--- config.mk ---
export PLATFORM = sky130hd
export DESIGN_NAME = mem_port_arbiter
export DESIGN_NICKNAME = d
export VERILOG_FILES = /design/src/rtl/mem_port_arbiter_pkg.sv /design/src/rtl/mem_port_arbiter_rd_tag_pipe.sv /design/src/rtl/mem_port_arbiter.sv
export SDC_FILE = /design/constraint.sdc
export NUM_CORES = 1
export LEC_CHECK = 0
export ABC_AREA = 1
export CORE_MARGIN = 1
export CORE_UTILIZATION = 38
export DETAILED_ROUTE_END_ITERATION = 6
export GPL_ROUTABILITY_DRIVEN = 0
export MAX_ROUTING_LAYER = met4
export PLACE_DENSITY = 0.84
export SKIP_LAST_GASP = 1
export SLEW_MARGIN = 20
export SYNTH_ARGS = -nofsm -noshare
export SYNTH_HDL_FRONTEND = slang
export SYNTH_HIERARCHICAL = 1
export SYNTH_SLANG_ARGS = --single-unit
--- constraint.sdc ---
create_clock -name Clock -period 1.6 [get_ports Clock]
set_input_delay 0.16 -clock Clock [delete_from_list [all_inputs] [get_ports Clock]]
set_output_delay 0.16 -clock Clock [all_outputs]
set_load 0.01 [all_outputs]
--- src/rtl/mem_port_arbiter_pkg.sv ---
// Shared definitions for the two-port data memory arbiter:
// owner encoding, port ids, default latency/lock limits and the read tag.
package mem_port_arbiter_pkg;

    // Ownership FSM encoding
    localparam logic [1:0] ST_FREE = 2'd0;
    localparam logic [1:0] ST_OWN0 = 2'd1;
    localparam logic [1:0] ST_OWN1 = 2'd2;

    // Requester ids (port 0 = accumulator controller, port 1 = host/loader)
    localparam logic PORT0 = 1'b0;
    localparam logic PORT1 = 1'b1;

    localparam int DEF_READ_LAT = 2;
    localparam int DEF_MAX_LOCK = 16;

    // One in-flight read: valid bit plus the port that issued it
    typedef struct packed {
        logic vld;
        logic port;
    } rd_tag_t;

endpackage

--- src/rtl/mem_port_arbiter_rd_tag_pipe.sv ---
// Read tag delay line: follows each registered memory read for READ_LAT
// cycles so the returning MemRData can be steered to the issuing port.
module rd_tag_pipe
    import mem_port_arbiter_pkg::*;
#(
    parameter int READ_LAT = DEF_READ_LAT
) (
    input  logic Clock,
    input  logic Reset,
    input  logic in_vld,
    input  logic in_port,
    output logic RValid0,
    output logic RValid1
);

    rd_tag_t [READ_LAT-1:0] tag_pipe;

    // Shift tags one stage per cycle; reset drops everything in flight
    always_ff @(posedge Clock or posedge Reset) begin
        if (Reset) begin
            tag_pipe <= '0;
        end else begin
            tag_pipe[0] <= rd_tag_t'({in_vld, in_port});
            for (int i = 1; i < READ_LAT; i++) begin
                tag_pipe[i] <= tag_pipe[i-1];
            end
        end
    end

    assign RValid0 = tag_pipe[READ_LAT-1].vld && (tag_pipe[READ_LAT-1].port == PORT0);
    assign RValid1 = tag_pipe[READ_LAT-1].vld && (tag_pipe[READ_LAT-1].port == PORT1);

endmodule

--- src/rtl/mem_port_arbiter.sv ---
// Two-requester arbiter for a single-port data memory. Round-robin per
// cycle, with a Lock mode that keeps ownership across idle cycles and a
// timeout that releases a lock once the other port has waited MAX_LOCK cycles.
module mem_port_arbiter
    import mem_port_arbiter_pkg::*;
#(
    parameter int ADDR_W   = 6,
    parameter int DATA_W   = 16,
    parameter int READ_LAT = DEF_READ_LAT,
    parameter int MAX_LOCK = DEF_MAX_LOCK
) (
    input  logic              Clock,
    input  logic              Reset,
    input  logic              Req0,
    input  logic              We0,
    input  logic [ADDR_W-1:0] Addr0,
    input  logic [DATA_W-1:0] WData0,
    input  logic              Lock0,
    input  logic              Req1,
    input  logic              We1,
    input  logic [ADDR_W-1:0] Addr1,
    input  logic [DATA_W-1:0] WData1,
    input  logic              Lock1,
    output logic              Gnt0,
    output logic              Gnt1,
    output logic              RValid0,
    output logic              RValid1,
    output logic [DATA_W-1:0] RData,
    output logic              MemRe,
    output logic              MemWe,
    output logic [ADDR_W-1:0] MemAddr,
    output logic [DATA_W-1:0] MemWData,
    input  logic [DATA_W-1:0] MemRData
);

    localparam int CNT_W = $clog2(MAX_LOCK + 1);

    logic [1:0]       own_q, own_d;
    logic             ptr_q, ptr_d;
    logic [CNT_W-1:0] cnt_q, cnt_d;
    logic             cmd_port_q;

    // Grant decode: owner-only when locked, pointer breaks ties when free.
    // Held low during reset so no grant is reported while state is cleared.
    always_comb begin
        Gnt0 = 1'b0;
        Gnt1 = 1'b0;
        if (!Reset) begin
            case (own_q)
                ST_FREE: begin
                    if (Req0 && Req1) begin
                        Gnt0 = (ptr_q == PORT0);
                        Gnt1 = (ptr_q == PORT1);
                    end else begin
                        Gnt0 = Req0;
                        Gnt1 = Req1;
                    end
                end
                ST_OWN0: Gnt0 = Req0;
                ST_OWN1: Gnt1 = Req1;
                default: ;
            endcase
        end
    end

    // Ownership, pointer and lock-timeout next state
    always_comb begin
        own_d = own_q;
        ptr_d = ptr_q;
        cnt_d = '0;
        case (own_q)
            ST_FREE: begin
                if (Gnt0) begin
                    ptr_d = PORT1;
                    if (Lock0) own_d = ST_OWN0;
                end else if (Gnt1) begin
                    ptr_d = PORT0;
                    if (Lock1) own_d = ST_OWN1;
                end
            end
            ST_OWN0: begin
                if (!Lock0) begin
                    own_d = ST_FREE;
                    ptr_d = PORT1;
                end else if (Req1) begin
                    // Port 1 has waited its limit: hand the next contention to it
                    if (cnt_q == CNT_W'(MAX_LOCK - 1)) begin
                        own_d = ST_FREE;
                        ptr_d = PORT1;
                    end else begin
                        cnt_d = cnt_q + 1'b1;
                    end
                end
            end
            ST_OWN1: begin
                if (!Lock1) begin
                    own_d = ST_FREE;
                    ptr_d = PORT0;
                end else if (Req0) begin
                    if (cnt_q == CNT_W'(MAX_LOCK - 1)) begin
                        own_d = ST_FREE;
                        ptr_d = PORT0;
                    end else begin
                        cnt_d = cnt_q + 1'b1;
                    end
                end
            end
            default: own_d = ST_FREE;
        endcase
    end

    // Arbitration state registers
    always_ff @(posedge Clock or posedge Reset) begin
        if (Reset) begin
            own_q <= ST_FREE;
            ptr_q <= PORT0;
            cnt_q <= '0;
        end else begin
            own_q <= own_d;
            ptr_q <= ptr_d;
            cnt_q <= cnt_d;
        end
    end

    // Register the accepted command onto the memory interface
    always_ff @(posedge Clock or posedge Reset) begin
        if (Reset) begin
            MemRe      <= 1'b0;
            MemWe      <= 1'b0;
            MemAddr    <= '0;
            MemWData   <= '0;
            cmd_port_q <= PORT0;
        end else begin
            MemRe <= (Gnt0 && !We0) || (Gnt1 && !We1);
            MemWe <= (Gnt0 &&  We0) || (Gnt1 &&  We1);
            if (Gnt0) begin
                MemAddr    <= Addr0;
                MemWData   <= WData0;
                cmd_port_q <= PORT0;
            end else if (Gnt1) begin
                MemAddr    <= Addr1;
                MemWData   <= WData1;
                cmd_port_q <= PORT1;
            end
        end
    end

    // Tags start at the registered read so they line up with MemRData
    rd_tag_pipe #(
        .READ_LAT(READ_LAT)
    ) u_rd_tag_pipe (
        .Clock  (Clock),
        .Reset  (Reset),
        .in_vld (MemRe),
        .in_port(cmd_port_q),
        .RValid0(RValid0),
        .RValid1(RValid1)
    );

    assign RData = MemRData;

endmodule

# [After elaboration in Yosys (flattened, before gate mapping)]
# Index checks and enable logic that the tools add are counted.
[word_totals] register_bits=37 input_bits=68 out_inout_bits=44 wordCells=78
[classes] add_sub_neg=1 eq_ne=10 muxes=37 bitwise=2 reduce_logical=16
[op_table] operator="16-bit 2-to-1 mux" n=2
[op_table] operator="5-bit 2-to-1 mux" n=5
[op_table] operator="3-bit != test (second input constant)" n=7
[op_table] operator="2-bit 2-to-1 mux" n=9
[op_table] operator="1-bit 2-to-1 mux" n=14
[op_table] operator="6-bit 2-to-1 mux" n=2
[op_table] operator="5-bit one-hot mux with 2 select lines" n=1
[op_table] operator="1-bit logical AND" n=7
[op_table] operator="2-bit one-hot mux with 3 select lines" n=1
[op_table] operator="6-bit AND reduction" n=1
[op_table] operator="5-bit by 1-bit adder with 5-bit output (second input constant)" n=1
[op_table] operator="5-bit by 4-bit equality test with 1-bit output (second input constant)" n=1
[op_table] operator="5-bit AND reduction" n=1
[op_table] operator="1-bit one-hot mux with 2 select lines" n=2
[op_table] operator="1-bit one-hot mux with 3 select lines" n=1
[op_table] operator="3-bit nonzero test" n=1
[op_table] operator="2-bit by 1-bit equality test with 1-bit output (second input constant)" n=1
[op_table] operator="2-bit equality test (second input constant)" n=1
[op_table] operator="1-bit zero test" n=2
[op_table] operator="2-bit zero test" n=1
[op_table] operator="1-bit logical OR" n=2
[op_table] operator="1-bit NOT" n=2
[op_table] operator="2-bit nonzero test" n=1

# [Depth between registers and ports, before layout]
[logic_depth] depth_word=7 mapped_depth=11 mapped_depth_nobuf=11

# [Cells and area by module]
# Netlist, hierarchy kept.
[by_module_without_submodules] module="mem_port_arbiter" instances=1 cells_each=228 area_each_um2=1818.0 seq_area_each_um2=825.8
[by_module_without_submodules] module="rd_tag_pipe" instances=1 cells_each=9 area_each_um2=121.4 seq_area_each_um2=100.1

# [Worst setup path before layout]
# Ideal clock, no wire load.
[synth_timing] kind="reg2reg" start="reg own_q[0]" end="reg MemAddr[0]" setup_time_ns=0.124 arrival_time_ns=1.300 required_time_ns=1.476 path_slack_ns=0.176 path_stages_with_launch=10 path_buffers=1 period_less_slack_ns=1.424 path_cell_list="dfrtp_1 > inv_1 > ha_1 > o21ai_1 > nand2_1 > nand2_2 > inv_2 > buf_4 > nand3_1 > nand3_1"
[synth_between] elab_chain_len=4 elab_cells_between_ends=9 classes_between="eq/ne (2); mux (5); reduce/logical (2)"
[synth_rtl] element="from (decl)" line="mem_port_arbiter.sv:38" rtl="logic [1:0] own_q, own_d;"
[synth_rtl] element="from (signal assigned)" line="mem_port_arbiter.sv:119" rtl="own_q <= own_d;"
[synth_rtl] element="2-bit equality test / 2-bit zero test (equally long branches)" line="mem_port_arbiter.sv:49" rtl="case (own_q)"
[synth_rtl] element="1-bit one-hot mux with 2 select lines (*)" line="mem_port_arbiter.sv:49"
[synth_rtl] element="1-bit 2-to-1 mux (*)" line="mem_port_arbiter.sv:48" rtl="if (!Reset) begin"
[synth_rtl] element="net Gnt1" line="mem_port_arbiter.sv:25" rtl="output logic Gnt1,"
[synth_rtl] element="2-bit nonzero test (no line) (*)"
[synth_rtl] element="to (signal assigned)" line="mem_port_arbiter.sv:137" rtl="MemAddr <= Addr0;"
[synth_rtl] element="to (signal assigned)" line="mem_port_arbiter.sv:141" rtl="MemAddr <= Addr1;"
[synth_rtl] element="to (decl)" line="mem_port_arbiter.sv:31" rtl="output logic [ADDR_W-1:0] MemAddr,"
# The timed path passes the listed nets; every way through them passes the cells marked *.
# A chain may end at the register's enable or synchronous reset.

# [Worst setup path in the final report]
[layout_timing] start="reg own_q[0]" end="reg own_q[1]"
[layout_between] elab_chain_len=5 elab_cells_between_ends=15 classes_between="eq/ne (7); mux (6); reduce/logical (2)"
[layout_rtl] element="2-bit by 1-bit equality test with 1-bit output (tied with other cells)" line="mem_port_arbiter.sv:49, mem_port_arbiter.sv:71"
[layout_rtl] element="1-bit one-hot mux with 2 select lines" line="mem_port_arbiter.sv:49"
[layout_rtl] element="1-bit 2-to-1 mux" line="mem_port_arbiter.sv:48"
[layout_rtl] element="3-bit != test (no line) / 2-bit 2-to-1 mux (equally long branches)"
[layout_rtl] element="5-bit AND reduction (no line) / 2-bit one-hot mux with 3 select lines (equally long branches)"
# Parallel ways exist; a longest one is shown, timed or not.

==> summary.log <==
INFO  outcome        outcome=complete, no violations
INFO  sta            hold_viol=0
INFO  clock_tree     numClockSinks=37
INFO  final_layout   drive_gt1_share=15.9%
INFO  power          max-vdd-ir-drop=0.757mV
INFO  route          drtAntennaViolNets=0
INFO  critical_path  worstReg2RegEnd=own_q[1]
INFO  synth          synth_area=1940µm²
INFO  clock_tree     clock_tree.buffer_depth=2
INFO  synth          post_syn_area_per_cell=8.18µm²
INFO  clock_tree     clkSlewWorstSetupHoldPaths=70ps
INFO  sta            relSlewSlack=78.4%
INFO  synth          total_of_warnings_raised_by_yosys=6
INFO  synth          synth_nets=311
INFO  route          post_drt_via_cell_ratio=4.82
INFO  global_routing grt_antenna_before_repair=0
INFO  route          topRoutingLayerUsed=met4
INFO  floorplanning  die_width=73.4µm
INFO  floorplanning  floorplan.initialDensity=40.3%
INFO  sta            setup_total_negative_slack=0ps
INFO  critical_path  critical_path_class=reg -> reg
INFO  sta            grt_setup_unrepaired=yes
INFO  global_routing grt_first_pass_wirelength=7870µm
INFO  place          place.port_buffers=79
INFO  synth          ys_seq_area_share=47.7%
INFO  critical_path  cp.arrival=1720ps
INFO  route          drc=0
INFO  floorplanning  die_area=5390µm²
INFO  final_layout   finalInstanceArea=2990µm²
INFO  route          wl_met3=357µm
INFO  clock_tree     cts-root-buf=sky130_fd_sc_hd__clkbuf_8
INFO  place          hpwl=3650µm
INFO  sta            finalSetupViolCount=0
INFO  floorplanning  floorplan.die.height=73.4µm
INFO  sta            post-route-period-util=96.5%
INFO  clock_tree     htree_levels=2
INFO  floorplanning  num_io_pins=112
INFO  critical_path  timing.critical_path.from_type=flop
INFO  critical_path  critical_path.reg2reg.startpoint=own_q[0]
INFO  floorplanning  core=4820µm²
INFO  sta            finalWorstPathRequiredPeriod=1540ps
INFO  synth          total_of_flip_flops_plus_latches_after_synthesis=37
INFO  clock_tree     clock_insertion_delay_worst_skew=290ps
INFO  route          detailroute.wirelength.met2=2600µm
INFO  synth          synth.lib_cells_used.distinct=22
INFO  min_path       hold_path.class=in -> async
INFO  critical_path  ff2ff_path_depth=12
INFO  clock_tree     tritoncts.num_buffers=5
INFO  route          wirelength=5190µm
INFO  critical_path  timing.critical_path.fanout_max=6
INFO  sta            drv_slew=0
INFO  global_routing vias_in_the_first_global_route=1,771
INFO  place          placedCellCount=372
INFO  route          route.vias.total=1,865
INFO  sta            fin_skew=12.6ps
INFO  power          p_per_area=1580nW/µm²
INFO  final_layout   final_net_count=393
INFO  global_routing pin_count_of_the_biggest_net_entering_global_routing=26
INFO  route          wirelength_met1=2150µm
INFO  clock_tree     tritoncts=yes
INFO  route          initialDrtViolationCount=85
INFO  sta            worstMarginPinSlew=324ps
INFO  critical_path  worstSetupStartpoint=own_q[0]
INFO  final_layout   most-common-layout-cells=sky130_fd_sc_hd__clkdlybuf4s50_1 (77), sky130_fd_sc_hd__nand2_1 (63), sky130_fd_sc_hd__nand3_1 (53)
INFO  critical_path  endpoint_class_of_the_critical_path=flop
INFO  sta            fin_worst_hold_slack=289ps
INFO  sta            achievable-frequency=648MHz
INFO  synth          postSynthCellCount=237
INFO  route          drt_pre_antenna_iters=4
INFO  place          postPlaceCellArea=2730µm²
INFO  final_layout   num_antenna_cells=0
INFO  job            max_cap_violations=0
INFO  floorplanning  fp-row-count=25
INFO  critical_path  critical_path_required=1780ps
INFO  critical_path  r2r_setup_slack=60ps
INFO  route          detail_route.wl_per_cell=13.4µm
INFO  final_layout   layout_commonest_cell=sky130_fd_sc_hd__clkdlybuf4s50_1
INFO  power          power_leakage=1.40nW
INFO  global_routing grtUsageTotal=19.9%
INFO  final_layout   post_layout_nonfiller_instances=387
INFO  global_routing globalRouteOverflowTotal=0
INFO  final_layout   layout-area-overhead-vs-synth=54.2%
-- worst max-delay path by stage --
stage | end | slack (ps)
2_1_floorplan | MemAddr[0] | 180
3_3_place_gp | MemWData[8] | -240
4_1_cts | own_q[1] | 20
3_5_place_dp | MemWData[1] | -290
6_report | own_q[1] | 60
5_1_grt | ptr_q | -10
-- synthesized netlist by cell type --
cell type / number / area [µm²]
sky130_fd_sc_hd__o22ai_1: 2 / 12.5
sky130_fd_sc_hd__dfrtp_1: 37 / 926
sky130_fd_sc_hd__a22o_1: 1 / 8.76
sky130_fd_sc_hd__inv_2: 4 / 15.0
sky130_fd_sc_hd__o21ai_1: 1 / 5.00
sky130_fd_sc_hd__nor2_1: 11 / 41.3
sky130_fd_sc_hd__and2_1: 1 / 6.26
sky130_fd_sc_hd__nor2_2: 2 / 12.5
sky130_fd_sc_hd__xnor2_1: 1 / 8.76
sky130_fd_sc_hd__ha_1: 6 / 75.1
sky130_fd_sc_hd__buf_4: 20 / 150
sky130_fd_sc_hd__nand3_1: 53 / 265
sky130_fd_sc_hd__nand4_1: 2 / 12.5
sky130_fd_sc_hd__inv_1: 16 / 60.1
sky130_fd_sc_hd__nand2_4: 1 / 11.3
sky130_fd_sc_hd__o21ai_0: 1 / 5.00
sky130_fd_sc_hd__a21oi_1: 3 / 15.0
sky130_fd_sc_hd__buf_6: 2 / 22.5
sky130_fd_sc_hd__nand2_1: 68 / 255
sky130_fd_sc_hd__xor2_1: 1 / 8.76
sky130_fd_sc_hd__nand2_2: 2 / 12.5
sky130_fd_sc_hd__buf_2: 2 / 10.0
-- kinds of logic after synthesis --
kind of cell / after synthesis / share of synthesized area, %
buffers and inverters: 44 / 13.3
flip-flops: 37 / 47.7
adder cells (fa/ha/maj): 6 / 3.87
AO/OA/AOI/OAI: 8 / 2.39
XOR/XNOR: 2 / 0.903
AND/OR/NAND/NOR: 140 / 31.8
-- worst max-delay path: stages (launching register included) --
cell                      delay, ps
sky130_fd_sc_hd__dfrtp_1        410
sky130_fd_sc_hd__inv_2          110
sky130_fd_sc_hd__ha_4           140
sky130_fd_sc_hd__nand2_1         70
sky130_fd_sc_hd__nand2_2         90
sky130_fd_sc_hd__nand2_4         70
sky130_fd_sc_hd__buf_12         140
sky130_fd_sc_hd__nand2_2         60
sky130_fd_sc_hd__inv_1           70
sky130_fd_sc_hd__nand2_2         80
sky130_fd_sc_hd__nand2_1         80
sky130_fd_sc_hd__nand2_1         60
sky130_fd_sc_hd__nand2_1         60
-- flip-flops by register name, summed over array words and instances (netlist names) --
signal,count
cmd_port_q,1
cnt_q,5
MemWData,16
MemWe,1
u_rd_tag_pipe/tag_pipe,4
MemRe,1
own_q,2
ptr_q,1
MemAddr,6
-- repair_timing --
item,4_1_cts,5_1_grt
cloned,1,2
hold buffers,0,0
resized for setup,16,17
pin swaps,1,5
setup endpoints to repair,27,28
setup buffers,1,3
-- where the power goes --
group / switching (W) / internal [W] / leakage, nW
clock: 0.000335 / 0.000507 / 0.0574
sequential: 0.000205 / 0.00130 / 0.471
combinational: 0.00116 / 0.00123 / 0.872
total: 0.00170 / 0.00303 / 1.40
-- routing by layer --
layer	track usage (%)	up-vias
met1	22.8	873
li1	-	908
met5	-	-
met4	9.62	0
met3	6.45	13
met2	31.6	71
-- through the flow --
| step | util, % | setup slack [ps] | power (W) |
|---|---|---|---|
| global placement | 56.6 | -242 | 0.00354 |
| detailed placement | 56.6 | -290 | 0.00361 |
| finish | 62.1 | 56.3 | 0.00473 |
| floorplan | - | 176 | 0.00262 |
| CTS | 60.4 | 18.1 | 0.00461 |
| global route | 62.1 | -12.3 | 0.00505 |
-- layout make-up --
cell class | instances | area, µm²
clock buffers | 6 | 82.6
clock inverters | 2 | 37.5
fillers | 396 | 1830
inverters | 20 | 80.1
multi-input cells | 156 | 807
flip-flops and latches | 37 | 926
well taps | 67 | 83.8
repair buffers | 97 | 962
repair inverters | 2 | 11.3
(Power assumes the default switching activity.)
